### src/rtl/fll_cfg_pkg.sv
// Shared types and constants for the FLL configuration arbiter.
// The FLL register interface is narrow: a 2-bit address and 32-bit data.
package fll_cfg_pkg;

    localparam int FLL_ADDR_W = 2;
    localparam int FLL_DATA_W = 32;

    // Read data returned to a requester whose access was aborted by timeout.
    localparam logic [FLL_DATA_W-1:0] ABORT_RDATA = 32'h0;

    typedef enum logic [1:0] {
        ST_IDLE         = 2'd0,
        ST_REQ          = 2'd1,
        ST_WAIT_ACK_LOW = 2'd2,
        ST_RESP         = 2'd3
    } fll_state_e;

endpackage

### src/rtl/fll_cfg_arbiter_if.sv
// FLL configuration bus between the arbiter (master) and the FLL (slave).
// Handshake is 4-phase: master raises fll_req_o with wrn/add/wdata stable, slave raises
// fll_ack_i (fll_rdata_i valid while high), master drops fll_req_o, slave drops fll_ack_i.
interface fll_cfg_arbiter_if;
    import fll_cfg_pkg::*;

    logic                  fll_req_o;
    logic                  fll_wrn_o;
    logic [FLL_ADDR_W-1:0] fll_add_o;
    logic [FLL_DATA_W-1:0] fll_wdata_o;
    logic                  fll_ack_i;
    logic [FLL_DATA_W-1:0] fll_rdata_i;

    modport master (
        output fll_req_o, fll_wrn_o, fll_add_o, fll_wdata_o,
        input  fll_ack_i, fll_rdata_i
    );

    modport slave (
        input  fll_req_o, fll_wrn_o, fll_add_o, fll_wdata_o,
        output fll_ack_i, fll_rdata_i
    );

endinterface

### src/rtl/fll_cfg_arbiter_rr.sv
// Round-robin grant selection; the pointer holds the index with highest priority
// and moves to one past the winner whenever a grant is taken.
module rr_arbiter #(
    parameter int NB_REQ = 2,
    parameter int IDX_W  = $clog2(NB_REQ)
) (
    input  logic              clk,
    input  logic              rst_n,
    input  logic [NB_REQ-1:0] req,
    input  logic              en,
    output logic              valid,
    output logic [IDX_W-1:0]  idx
);

    logic [IDX_W-1:0]    ptr_q;
    logic [2*NB_REQ-1:0] dbl;
    logic [NB_REQ-1:0]   rot;
    logic [IDX_W:0]      sum;

    // Rotate requests so that bit 0 is the pointer's index, then take the first set bit.
    always_comb begin
        dbl   = {req, req} >> ptr_q;
        rot   = dbl[NB_REQ-1:0];
        valid = 1'b0;
        sum   = '0;
        for (int k = 0; k < NB_REQ; k++) begin
            if (!valid && rot[k]) begin
                valid = 1'b1;
                sum   = {1'b0, ptr_q} + (IDX_W+1)'(k);
            end
        end
        if (sum >= (IDX_W+1)'(NB_REQ)) begin
            sum = sum - (IDX_W+1)'(NB_REQ);
        end
        idx = sum[IDX_W-1:0];
    end

    always_ff @(posedge clk or negedge rst_n) begin
        if (!rst_n) begin
            ptr_q <= '0;
        end else if (en && valid) begin
            ptr_q <= (idx == IDX_W'(NB_REQ-1)) ? '0 : idx + IDX_W'(1);
        end
    end

endmodule

### src/rtl/fll_cfg_arbiter.sv
// Arbitrates several configuration requesters onto one 4-phase FLL register port,
// with a per-transaction timeout that aborts a stuck handshake.
module fll_cfg_arbiter
    import fll_cfg_pkg::*;
#(
    parameter int NB_REQ         = 2,
    parameter int TIMEOUT_CYCLES = 256
) (
    input  logic                             clk,
    input  logic                             rst_n,
    input  logic [NB_REQ-1:0]                req_i,
    input  logic [NB_REQ-1:0]                wrn_i,
    input  logic [NB_REQ-1:0][FLL_ADDR_W-1:0] add_i,
    input  logic [NB_REQ-1:0][FLL_DATA_W-1:0] wdata_i,
    output logic [NB_REQ-1:0]                ack_o,
    output logic                             err_o,
    output logic [FLL_DATA_W-1:0]            rdata_o,
    output logic                             busy_o,
    output fll_state_e                       dbg_state,
    fll_cfg_arbiter_if.master                fll
);

    localparam int IDX_W = $clog2(NB_REQ);
    localparam int CNT_W = $clog2(TIMEOUT_CYCLES);
    localparam logic [CNT_W-1:0] CNT_LAST = CNT_W'(TIMEOUT_CYCLES - 1);

    fll_state_e        state_q;
    logic [CNT_W-1:0]  cnt_q;
    logic [IDX_W-1:0]  gnt_q;
    logic [IDX_W-1:0]  arb_idx;
    logic              arb_valid;
    logic [NB_REQ-1:0] mask_q;
    logic [NB_REQ-1:0] req_eff;
    logic [NB_REQ-1:0] gnt_onehot;
    logic              block_q;
    logic              take;
    logic              timeout;

    assign req_eff    = req_i & ~mask_q;
    assign gnt_onehot = NB_REQ'(1) << gnt_q;
    assign timeout    = (cnt_q == CNT_LAST);
    // After an abort the FLL may still be holding ack; no new grant until it is seen low.
    assign take       = (state_q == ST_IDLE) && !(block_q && fll.fll_ack_i);
    assign busy_o     = (state_q != ST_IDLE);
    assign dbg_state  = state_q;

    rr_arbiter #(
        .NB_REQ (NB_REQ),
        .IDX_W  (IDX_W)
    ) u_rr (
        .clk   (clk),
        .rst_n (rst_n),
        .req   (req_eff),
        .en    (take),
        .valid (arb_valid),
        .idx   (arb_idx)
    );

    always_ff @(posedge clk or negedge rst_n) begin
        if (!rst_n) begin
            state_q         <= ST_IDLE;
            cnt_q           <= '0;
            gnt_q           <= '0;
            mask_q          <= '0;
            block_q         <= 1'b0;
            ack_o           <= '0;
            err_o           <= 1'b0;
            rdata_o         <= '0;
            fll.fll_req_o   <= 1'b0;
            fll.fll_wrn_o   <= 1'b1;
            fll.fll_add_o   <= '0;
            fll.fll_wdata_o <= '0;
        end else begin
            ack_o <= '0;
            if (!fll.fll_ack_i) begin
                block_q <= 1'b0;
            end
            case (state_q)
                ST_IDLE: begin
                    mask_q <= '0;
                    err_o  <= 1'b0;
                    if (take && arb_valid) begin
                        gnt_q           <= arb_idx;
                        fll.fll_wrn_o   <= wrn_i[arb_idx];
                        fll.fll_add_o   <= add_i[arb_idx];
                        fll.fll_wdata_o <= wdata_i[arb_idx];
                        fll.fll_req_o   <= 1'b1;
                        cnt_q           <= '0;
                        state_q         <= ST_REQ;
                    end
                end
                ST_REQ: begin
                    if (fll.fll_ack_i) begin
                        rdata_o       <= fll.fll_rdata_i;
                        fll.fll_req_o <= 1'b0;
                        cnt_q         <= '0;
                        state_q       <= ST_WAIT_ACK_LOW;
                    end else if (timeout) begin
                        fll.fll_req_o <= 1'b0;
                        rdata_o       <= ABORT_RDATA;
                        err_o         <= 1'b1;
                        ack_o         <= gnt_onehot;
                        block_q       <= 1'b1;
                        state_q       <= ST_RESP;
                    end else begin
                        cnt_q <= cnt_q + CNT_W'(1);
                    end
                end
                ST_WAIT_ACK_LOW: begin
                    if (!fll.fll_ack_i) begin
                        err_o   <= 1'b0;
                        ack_o   <= gnt_onehot;
                        state_q <= ST_RESP;
                    end else if (timeout) begin
                        rdata_o <= ABORT_RDATA;
                        err_o   <= 1'b1;
                        ack_o   <= gnt_onehot;
                        block_q <= 1'b1;
                        state_q <= ST_RESP;
                    end else begin
                        cnt_q <= cnt_q + CNT_W'(1);
                    end
                end
                ST_RESP: begin
                    // Hide the requester just served for one IDLE cycle so its lagging req drop is not re-granted.
                    mask_q  <= gnt_onehot;
                    err_o   <= 1'b0;
                    state_q <= ST_IDLE;
                end
                default: begin
                    state_q <= ST_IDLE;
                end
            endcase
        end
    end

endmodule

### src/flat_wrapper.sv
// flat-port wrapper written by rule: the top's interface ports become plain ports
module fll_cfg_arbiter_flat import fll_cfg_pkg::*;
#(
    parameter int NB_REQ         = 2,
    parameter int TIMEOUT_CYCLES = 256
)
  (clk, rst_n, req_i, wrn_i, add_i, wdata_i, ack_o, err_o, rdata_o, busy_o, dbg_state, fll_fll_req_o, fll_fll_wrn_o, fll_fll_add_o, fll_fll_wdata_o, fll_fll_ack_i, fll_fll_rdata_i);
  fll_cfg_arbiter_if fll_i ();
  input  logic clk;
  input  logic rst_n;
  input  logic [NB_REQ-1:0] req_i;
  input  logic [NB_REQ-1:0] wrn_i;
  input  logic [NB_REQ-1:0][FLL_ADDR_W-1:0] add_i;
  input  logic [NB_REQ-1:0][FLL_DATA_W-1:0] wdata_i;
  output logic [NB_REQ-1:0] ack_o;
  output logic err_o;
  output logic [FLL_DATA_W-1:0] rdata_o;
  output logic busy_o;
  output fll_state_e dbg_state;
  output wire logic [$bits(fll_i.fll_req_o)-1:0] fll_fll_req_o;
  output wire logic [$bits(fll_i.fll_wrn_o)-1:0] fll_fll_wrn_o;
  output wire logic [$bits(fll_i.fll_add_o)-1:0] fll_fll_add_o;
  output wire logic [$bits(fll_i.fll_wdata_o)-1:0] fll_fll_wdata_o;
  input wire logic [$bits(fll_i.fll_ack_i)-1:0] fll_fll_ack_i;
  input wire logic [$bits(fll_i.fll_rdata_i)-1:0] fll_fll_rdata_i;
  assign fll_fll_req_o = fll_i.fll_req_o;
  assign fll_fll_wrn_o = fll_i.fll_wrn_o;
  assign fll_fll_add_o = fll_i.fll_add_o;
  assign fll_fll_wdata_o = fll_i.fll_wdata_o;
  assign fll_i.fll_ack_i = fll_fll_ack_i;
  assign fll_i.fll_rdata_i = fll_fll_rdata_i;
  fll_cfg_arbiter #(.NB_REQ(NB_REQ), .TIMEOUT_CYCLES(TIMEOUT_CYCLES)) u_core (.clk(clk), .rst_n(rst_n), .req_i(req_i), .wrn_i(wrn_i), .add_i(add_i), .wdata_i(wdata_i), .ack_o(ack_o), .err_o(err_o), .rdata_o(rdata_o), .busy_o(busy_o), .dbg_state(dbg_state), .fll(fll_i));
endmodule
### config.mk
export PLATFORM = sky130hd
export DESIGN_NAME = fll_cfg_arbiter_flat
export DESIGN_NICKNAME = d
export VERILOG_FILES = /design/src/rtl/fll_cfg_pkg.sv /design/src/rtl/fll_cfg_arbiter_if.sv /design/src/rtl/fll_cfg_arbiter_rr.sv /design/src/rtl/fll_cfg_arbiter.sv /design/src/flat_wrapper.sv
export SDC_FILE = /design/constraint.sdc
export NUM_CORES = 1
export LEC_CHECK = 0
export BUFFER_PORTS_ARGS = -buffer_cell sky130_fd_sc_hd__buf_2
export CORE_MARGIN = 3
export CORE_UTILIZATION = 30
export DETAILED_ROUTE_END_ITERATION = 8
export GPL_ROUTABILITY_DRIVEN = 0
export PLACE_DENSITY = 0.61
export SYNTH_ARGS = -nofsm -noshare
export SYNTH_HDL_FRONTEND = slang
export SYNTH_SLANG_ARGS = --single-unit
### constraint.sdc
create_clock -name clk -period 2.4 [get_ports clk]
set_input_delay 0.24 -clock clk [delete_from_list [all_inputs] [get_ports clk]]
set_output_delay 0.24 -clock clk [all_outputs]
set_load 0.03 [all_outputs]
==> impl_metrics.csv, run 1 <==
group,metric,value,unit
run_status,run_status,"finished, final reports clean",
sta,report.final.slew_viol_count,0,
floorplanning,fp.dieH,117,um
synth,synth_ff_type,"sky130_fd_sc_hd__dfrtp_1",
power_and_ir_drop,maximum_ir_drop_on_the_vdd_rail,0.000628,V
cells_and_area,finish.cell_count_without_fillers,658,
synth,synth_edf_count,0,
cells_and_area,fin_nets,599,
critical_path,timing.rr.start,"u_core.dbg_state[1]",
detailed_routing,wire_per_inst,14.7,um
power_and_ir_drop,powerDensity,1520,nW/um^2
synth,synth_sequential_area_ratio,57.9,%
floorplanning,placement_rows,40,
critical_path,worst-r2r-setup-slack,0.22,ns
place,dpl.cell_count,641,
global_routing,grt_use_met2,21.7,%
synth,synth_area,3720,um^2
sta,timing_worst_slew_pin_value,0.566,ns
sta,slew-limit-headroom,62.3,%
critical_path,worst_setup_path_start_kind,"flip-flop",
critical_path,timing_worst_setup_path_type,"reg2reg",
flow_run,maxCapViolCount,0,
floorplanning,initial_core_util,30.8,%
critical_path,timing.critical_path.mode_cell,"sky130_fd_sc_hd__inv_1",
cts,clk_transition_reported_paths,0.07,ns
critical_path,worst_r2r_endpoint,"u_core.fll.fll_wdata_o[8]",
cts,cts_inserted_buffers,9,
global_routing,gr-usage-all-layers,14.0,%
critical_path,critPathMaxStageDelay,0.46,ns
cts,tritoncts,"yes",
cells_and_area,num_antenna_cells,0,
cts,cts-root-buf,"sky130_fd_sc_hd__clkbuf_16",
detailed_routing,routed_wirelength,9680,um
sta,final.setup.tns,0,ns
synth,postSynthRegisterBits,86,
place,dp_hpwl,7010,um
sta,setup_violations,0,
synth,synth.area.top_cells,"sky130_fd_sc_hd__dfrtp_1 57%, sky130_fd_sc_hd__a222oi_1 9.4%, sky130_fd_sc_hd__a22o_1 7.5%",
cts,clock_path_buffers,2,
cts,clock_latency,0.34,ns
sta,rsz0062_at_grt,"false",
power_and_ir_drop,power_frac_seq,31.9,%
power_and_ir_drop,combinationalPowerShare,51.0,%
global_routing,grtUsageMet1,18.4,%
global_routing,grt_pass1_wl,15900,um
synth,postSynthNetCount,420,
critical_path,crit_path_cell_trace,"inv_1 -> ha_1 -> a21bo_4 -> a21o_4 -> buf_4 -> a222oi_1 -> inv_1",
critical_path,data_required_time_at_the_worst_endpoint,2.61,ns
power_and_ir_drop,internal-power,4.16,mW
synth,yosysTopAreaCellShare,57.2,%
power_and_ir_drop,power.static_leakage,2.74,nW
hold_path,hold_start,"fll_fll_rdata_i[8]",
floorplanning,die-width,117,um
detailed_routing,routed-via-count,3238,
sta,timing.clock.skew,0.0119,ns
synth,syn_inst,306,
power_and_ir_drop,power.switching_fraction,46.0,%
sta,min_period_over_period,91.0,%
power_and_ir_drop,clock_power_share,17.1,%
global_routing,overflow,0,
cells_and_area,final_layout_size_suffix_gt1_share,43.7,%
global_routing,global_route.peak_usage_layer,"met2",
critical_path,timing.critical_path.slowest_stage_cell,"sky130_fd_sc_hd__dfrtp_1",
hold_path,min_path_cells,2,
critical_path,critPathTopFamily,"compound AO/OA/AOI/OAI gates",
hold_path,hold_path_end,"u_core.rdata_o[8]",
detailed_routing,antenna_left,0,
global_routing,grt_max_degree,45,
sta,final_period_minus_worst_setup_slack,2.18,ns
critical_path,critPathCaptureType,"flip-flop",
cts,number_of_cells_upsized_or_downsized_after_cts,0,
synth,async_flop_share,100,%
floorplanning,boundaryPins,181,
place,port_buffers,180,
power_and_ir_drop,net-switching-power,3.54,mW
critical_path,worst-path-buf-inv,3,
hold_path,hold_crit_path_type,"in2reg",
power_and_ir_drop,finalPower,7.70,mW
global_routing,first_global_vias,3120,
global_routing,antenna_violations_before_repair,0,
detailed_routing,number_of_remaining_drc_errors,0,
critical_path,worst-r2r-cell-count,7,
floorplanning,placeableCoreArea,12100,um^2
detailed_routing,detail_route.vias_per_cell,4.92,
cts,htreeDepth,3,
synth,avgSynthCellArea,12.2,um^2
cts,numClockSinks,86,
detailed_routing,drtIter0Drc,280,
critical_path,timing.critical_path.arrival,2.39,ns
critical_path,crit_fanout,40,
synth,synth.yosys.warnings,0,
floorplanning,fp.dieArea,13800,um^2
synth,unique_cell_type_count_in_the_yosys_netlist,42,
global_routing,globalRouteMet3Util,5.06,%
sta,fmax,458,MHz
sta,hold_viol,0,
synth,synth_top_area_cell,"sky130_fd_sc_hd__dfrtp_1",
cells_and_area,synthToLayoutAreaGrowth,36.2,%
detailed_routing,drtPass1Iterations,7,
cells in the mapped netlist (all sizes together), types with 3 or more instances:
master / n
dfrtp: 85
o21ai: 13
clkbuf: 5
nand2: 10
a222oi: 35
nand3: 4
a21o: 3
a21oi: 17
nand2b: 4
a22o: 32
ha: 7
nor2: 7
inv: 43
buf: 15
through the flow:
step                area [um^2]  util (%)  setup WS (ns)  hold slack [ns]
floorplan                  3720         -          0.322          -0.0556
global placement           4770      39.6          0.353            0.258
detailed placement         4770      39.6          0.247            0.267
CTS                        5060      42.0          0.239            0.112
global route               5060      42.0          0.123            0.113
finish                     5060      42.0          0.217            0.124
kinds of logic after synthesis:
family / Yosys count / synth area share (%)
AOI/OAI and AO/OA: 110 / 25.1
xor gates and xnor gates: 1 / 0.235
adders and majority gates: 8 / 2.62
buffers and inverters: 63 / 8.11
DFF: 86 / 57.9
muxes: 2 / 0.538
and+or+nand+nor: 36 / 5.48
power by group through the flow:
stage,sequential [mW],clock [mW],combinational [mW]
global placement,2.46,0,3.90
global route,2.52,1.43,4.27
CTS,2.45,1.36,3.97
finish,2.45,1.32,3.93
floorplan,3.56,0,1.80
detailed placement,2.46,0,3.98
flip-flops by register name, indices dropped and copies added, names as in the netlist, 2 cells and up:
register	cells
u_core.fll.fll_wdata_o	32
u_core.rdata_o	32
u_core.cnt_q	8
u_core.ack_o	2
u_core.dbg_state	2
u_core.fll.fll_add_o	2
u_core.mask_q	2
area by class of cell:
class | count | area [um^2]
Tap cell | 168 | 210
Fill cell | 1160 | 7000
Clock inverter | 7 | 58.8
Multi-Input combinational cell | 157 | 1260
Timing Repair Buffer | 188 | 991
Sequential cell | 86 | 2150
Inverter | 43 | 161
Clock buffer | 9 | 225
metal layers:
metal | routed length, um | part of all wire, % | vias up
li1 | - | - | 1511
met5 | 0 | 0 | -
met4 | 132 | 1.4 | 0
met3 | 928 | 9.6 | 9
met1 | 4250 | 44 | 1547
met2 | 4370 | 45 | 171
worst max path at each step:
stage | depth (start not counted) | slack, ns | to | start
after floorplan | 7 | 0.32 | u_core.rdata_o[0] | u_core.dbg_state[1]
after global placement | 7 | 0.35 | u_core.fll.fll_wdata_o[11] | u_core.dbg_state[0]
after detailed placement | 7 | 0.25 | u_core.fll.fll_wdata_o[8] | u_core.dbg_state[1]
after CTS | 7 | 0.24 | u_core.fll.fll_wdata_o[8] | u_core.dbg_state[1]
after global routing | 7 | 0.12 | u_core.fll.fll_wdata_o[11] | u_core.dbg_state[1]
final | 7 | 0.22 | u_core.fll.fll_wdata_o[8] | u_core.dbg_state[1]
cells in the final DEF, fill, tap and decap left out, drive strengths merged, types with 2 or more instances in the layout:
cell,n
nand2,10
a222oi,35
nor2b,2
buf,187
nand3,4
a21oi,17
nor3,2
clkinv,4
ha,7
a21o,3
mux2i,2
nand4,2
and3,2
nor2,7
a41oi,2
nand2b,4
inv,45
dfrtp,85
clkbuf,9
o21ai,13
a22o,32
worst register-to-register path: cells and delay by family, from the launching register on:
family,cells,cell delay [ns]
AOI/OAI and AO/OA,3,0.88
buffers and inverters,3,0.47
DFF,1,0.46
adders and majority gates,1,0.25
what timing repair did:
action	in CTS	in global routing
hold buffers	1	0
buffers inserted	0	0
hold endpoints to repair	41	0
Power figures use the tool's default switching activity.
==> run 2: changes to the inputs <==
--- a/config.mk
+++ b/config.mk
@@ -6,11 +6,13 @@
 export NUM_CORES = 1
 export LEC_CHECK = 0
 export BUFFER_PORTS_ARGS = -buffer_cell sky130_fd_sc_hd__buf_2
-export CORE_MARGIN = 3
+export CORE_MARGIN = 2
 export CORE_UTILIZATION = 30
+export CTS_CLUSTER_SIZE = 28
 export DETAILED_ROUTE_END_ITERATION = 8
 export GPL_ROUTABILITY_DRIVEN = 0
 export PLACE_DENSITY = 0.61
+export SKIP_CTS_REPAIR_TIMING = 1
 export SYNTH_ARGS = -nofsm -noshare
 export SYNTH_HDL_FRONTEND = slang
 export SYNTH_SLANG_ARGS = --single-unit
==> impl_metrics.csv, run 2 (same netlist as run 1, synthesis figures left out) <==
group,metric,value,unit
run_status,run_status,"finished, final reports clean",
detailed_routing,routed_wirelength,9670,um
cts,htreeDepth,3,
floorplanning,initial_core_util,30.8,%
detailed_routing,drtIter0Drc,276,
critical_path,timing_worst_setup_path_type,"reg2reg",
hold_path,hold_crit_path_type,"in2reg",
sta,report.final.slew_viol_count,0,
floorplanning,boundaryPins,181,
sta,worst_hold_check_slack,0.126,ns
global_routing,antenna_violations_before_repair,0,
cts,cts_inserted_buffers,9,
cts,cts-root-buf,"sky130_fd_sc_hd__clkbuf_16",
detailed_routing,wire_per_inst,14.7,um
sta,timing_worst_slew_pin_value,0.534,ns
power_and_ir_drop,powerDensity,1540,nW/um^2
flow_run,maxCapViolCount,0,
floorplanning,placement_rows,40,
cells_and_area,finish.cell_count_without_fillers,657,
place,dpl.cell_count,640,
critical_path,critPathCaptureType,"flip-flop",
power_and_ir_drop,maximum_ir_drop_on_the_vdd_rail,0.000555,V
cells_and_area,num_antenna_cells,0,
sta,hold_viol,0,
floorplanning,placeableCoreArea,12100,um^2
cells_and_area,final_layout_size_suffix_gt1_share,43.6,%
cts,clk_transition_reported_paths,0.07,ns
global_routing,gr-usage-all-layers,14.1,%
cts,tritoncts,"yes",
detailed_routing,detail_route.vias_per_cell,4.85,
cts,clock_latency,0.33,ns
floorplanning,die-width,115,um
sta,final_period_minus_worst_setup_slack,2.15,ns
global_routing,first_global_vias,2967,
cts,clock_path_buffers,2,
cts,numClockSinks,86,
floorplanning,fp.dieH,115,um
sta,slew-limit-headroom,64.4,%
critical_path,timing.critical_path.arrival,2.36,ns
cells_and_area,final_common_cell,"sky130_fd_sc_hd__buf_2",
cells_and_area,most-common-layout-cells,"179 x sky130_fd_sc_hd__buf_2, 85 x sky130_fd_sc_hd__dfrtp_1, 43 x sky130_fd_sc_hd__inv_1",
place,port_buffers,180,
critical_path,data_required_time_at_the_worst_endpoint,2.61,ns
power_and_ir_drop,power.static_leakage,2.76,nW
sta,rsz0062_at_grt,"false",
global_routing,grt_max_degree,46,
cells_and_area,postLayoutCoreUtil,42.2,%
detailed_routing,number_of_remaining_drc_errors,0,
sta,min_period_over_period,89.7,%
sta,fmax,464,MHz
sta,timing.clock.skew,0.00706,ns
power_and_ir_drop,finalPower,7.86,mW
detailed_routing,antenna_left,0,
cells_and_area,synthToLayoutAreaGrowth,36.9,%
cells_and_area,layout.filler_cells,1185,
sta,final.setup.tns,0,ns
detailed_routing,routed-via-count,3186,
floorplanning,fp.dieArea,13300,um^2
detailed_routing,drtPass1Iterations,7,
place,dp_hpwl,7050,um
cells_and_area,top_regs,"u_core.fll.fll_wdata_o: 32 flops, u_core.rdata_o: 32 flops, u_core.cnt_q: 8 flops",
critical_path,worst_setup_path_start_kind,"flip-flop",
global_routing,overflow,0,
sta,setup_violations,0,
global_routing,grt_pass1_wl,14600,um
critical_path,crit_fanout,40,
cells_and_area,fin_nets,598,
run 2: worst max-delay path, stage by stage, from the launching register on:
cell and delay [ns]:
sky130_fd_sc_hd__dfrtp_1 0.45, sky130_fd_sc_hd__inv_1 0.14, sky130_fd_sc_hd__ha_1 0.26, sky130_fd_sc_hd__a21bo_4 0.28, sky130_fd_sc_hd__a21o_4 0.21, sky130_fd_sc_hd__buf_4 0.25, sky130_fd_sc_hd__a222oi_1 0.33, sky130_fd_sc_hd__inv_1 0.10
run 2: final timing paths:
check / start / cells past startpoint / slack [ns] / endpoint
worst min register to register: u_core.fll.fll_wdata_o[12] / 2 / 0.48 / u_core.fll.fll_wdata_o[12]
min in group asynchronous: rst_n / 2 / 0.42 / u_core.fll.fll_wdata_o[18]
max in group asynchronous: rst_n / 3 / 1.33 / u_core.cnt_q[2]
worst min-delay path: fll_fll_rdata_i[28] / 2 / 0.13 / u_core.rdata_o[28]
worst max register to register: u_core.dbg_state[1] / 7 / 0.25 / u_core.fll.fll_wdata_o[2]
worst max-delay path: u_core.dbg_state[1] / 7 / 0.25 / u_core.fll.fll_wdata_o[2]
run 2: where the power goes:
| part | switching [mW] | leakage, nW | internal [mW] |
|---|---|---|---|
| Clock | 0.592 | 0.158 | 0.926 |
| Combinational | 2.55 | 1.52 | 1.33 |
| Sequential | 0.370 | 1.08 | 2.09 |
| Total | 3.51 | 2.76 | 4.35 |
run 2: layout make-up:
cell class	instances	area (um^2)	area share [%]
multi-input combinational	157	1260	24.8
clock inverter	7	105	2.06
tap	168	210	4.13
sequential	86	2150	42.3
inverter	43	161	3.17
timing repair buffer	187	971	19.1
clock buffer	9	225	4.42
run 2: layer usage:
layer	wire [um]	vias up	part of all wire (%)	global-route usage, %
li1	-	1506	-	-
met1	4190	1508	43	17.6
met3	925	13	9.6	4.43
met5	0	-	0	0
met2	4410	159	46	23.2
met4	148	0	1.5	4.66
run 2: through the flow:
stage / instance area, um^2 / setup WS (ns)
after floorplan: 3720 / 0.322
after global placement: 4750 / 0.385
after detailed placement: 4750 / 0.225
after CTS: 5080 / 0.220
after global routing: 5090 / 0.112
final: 5090 / 0.246
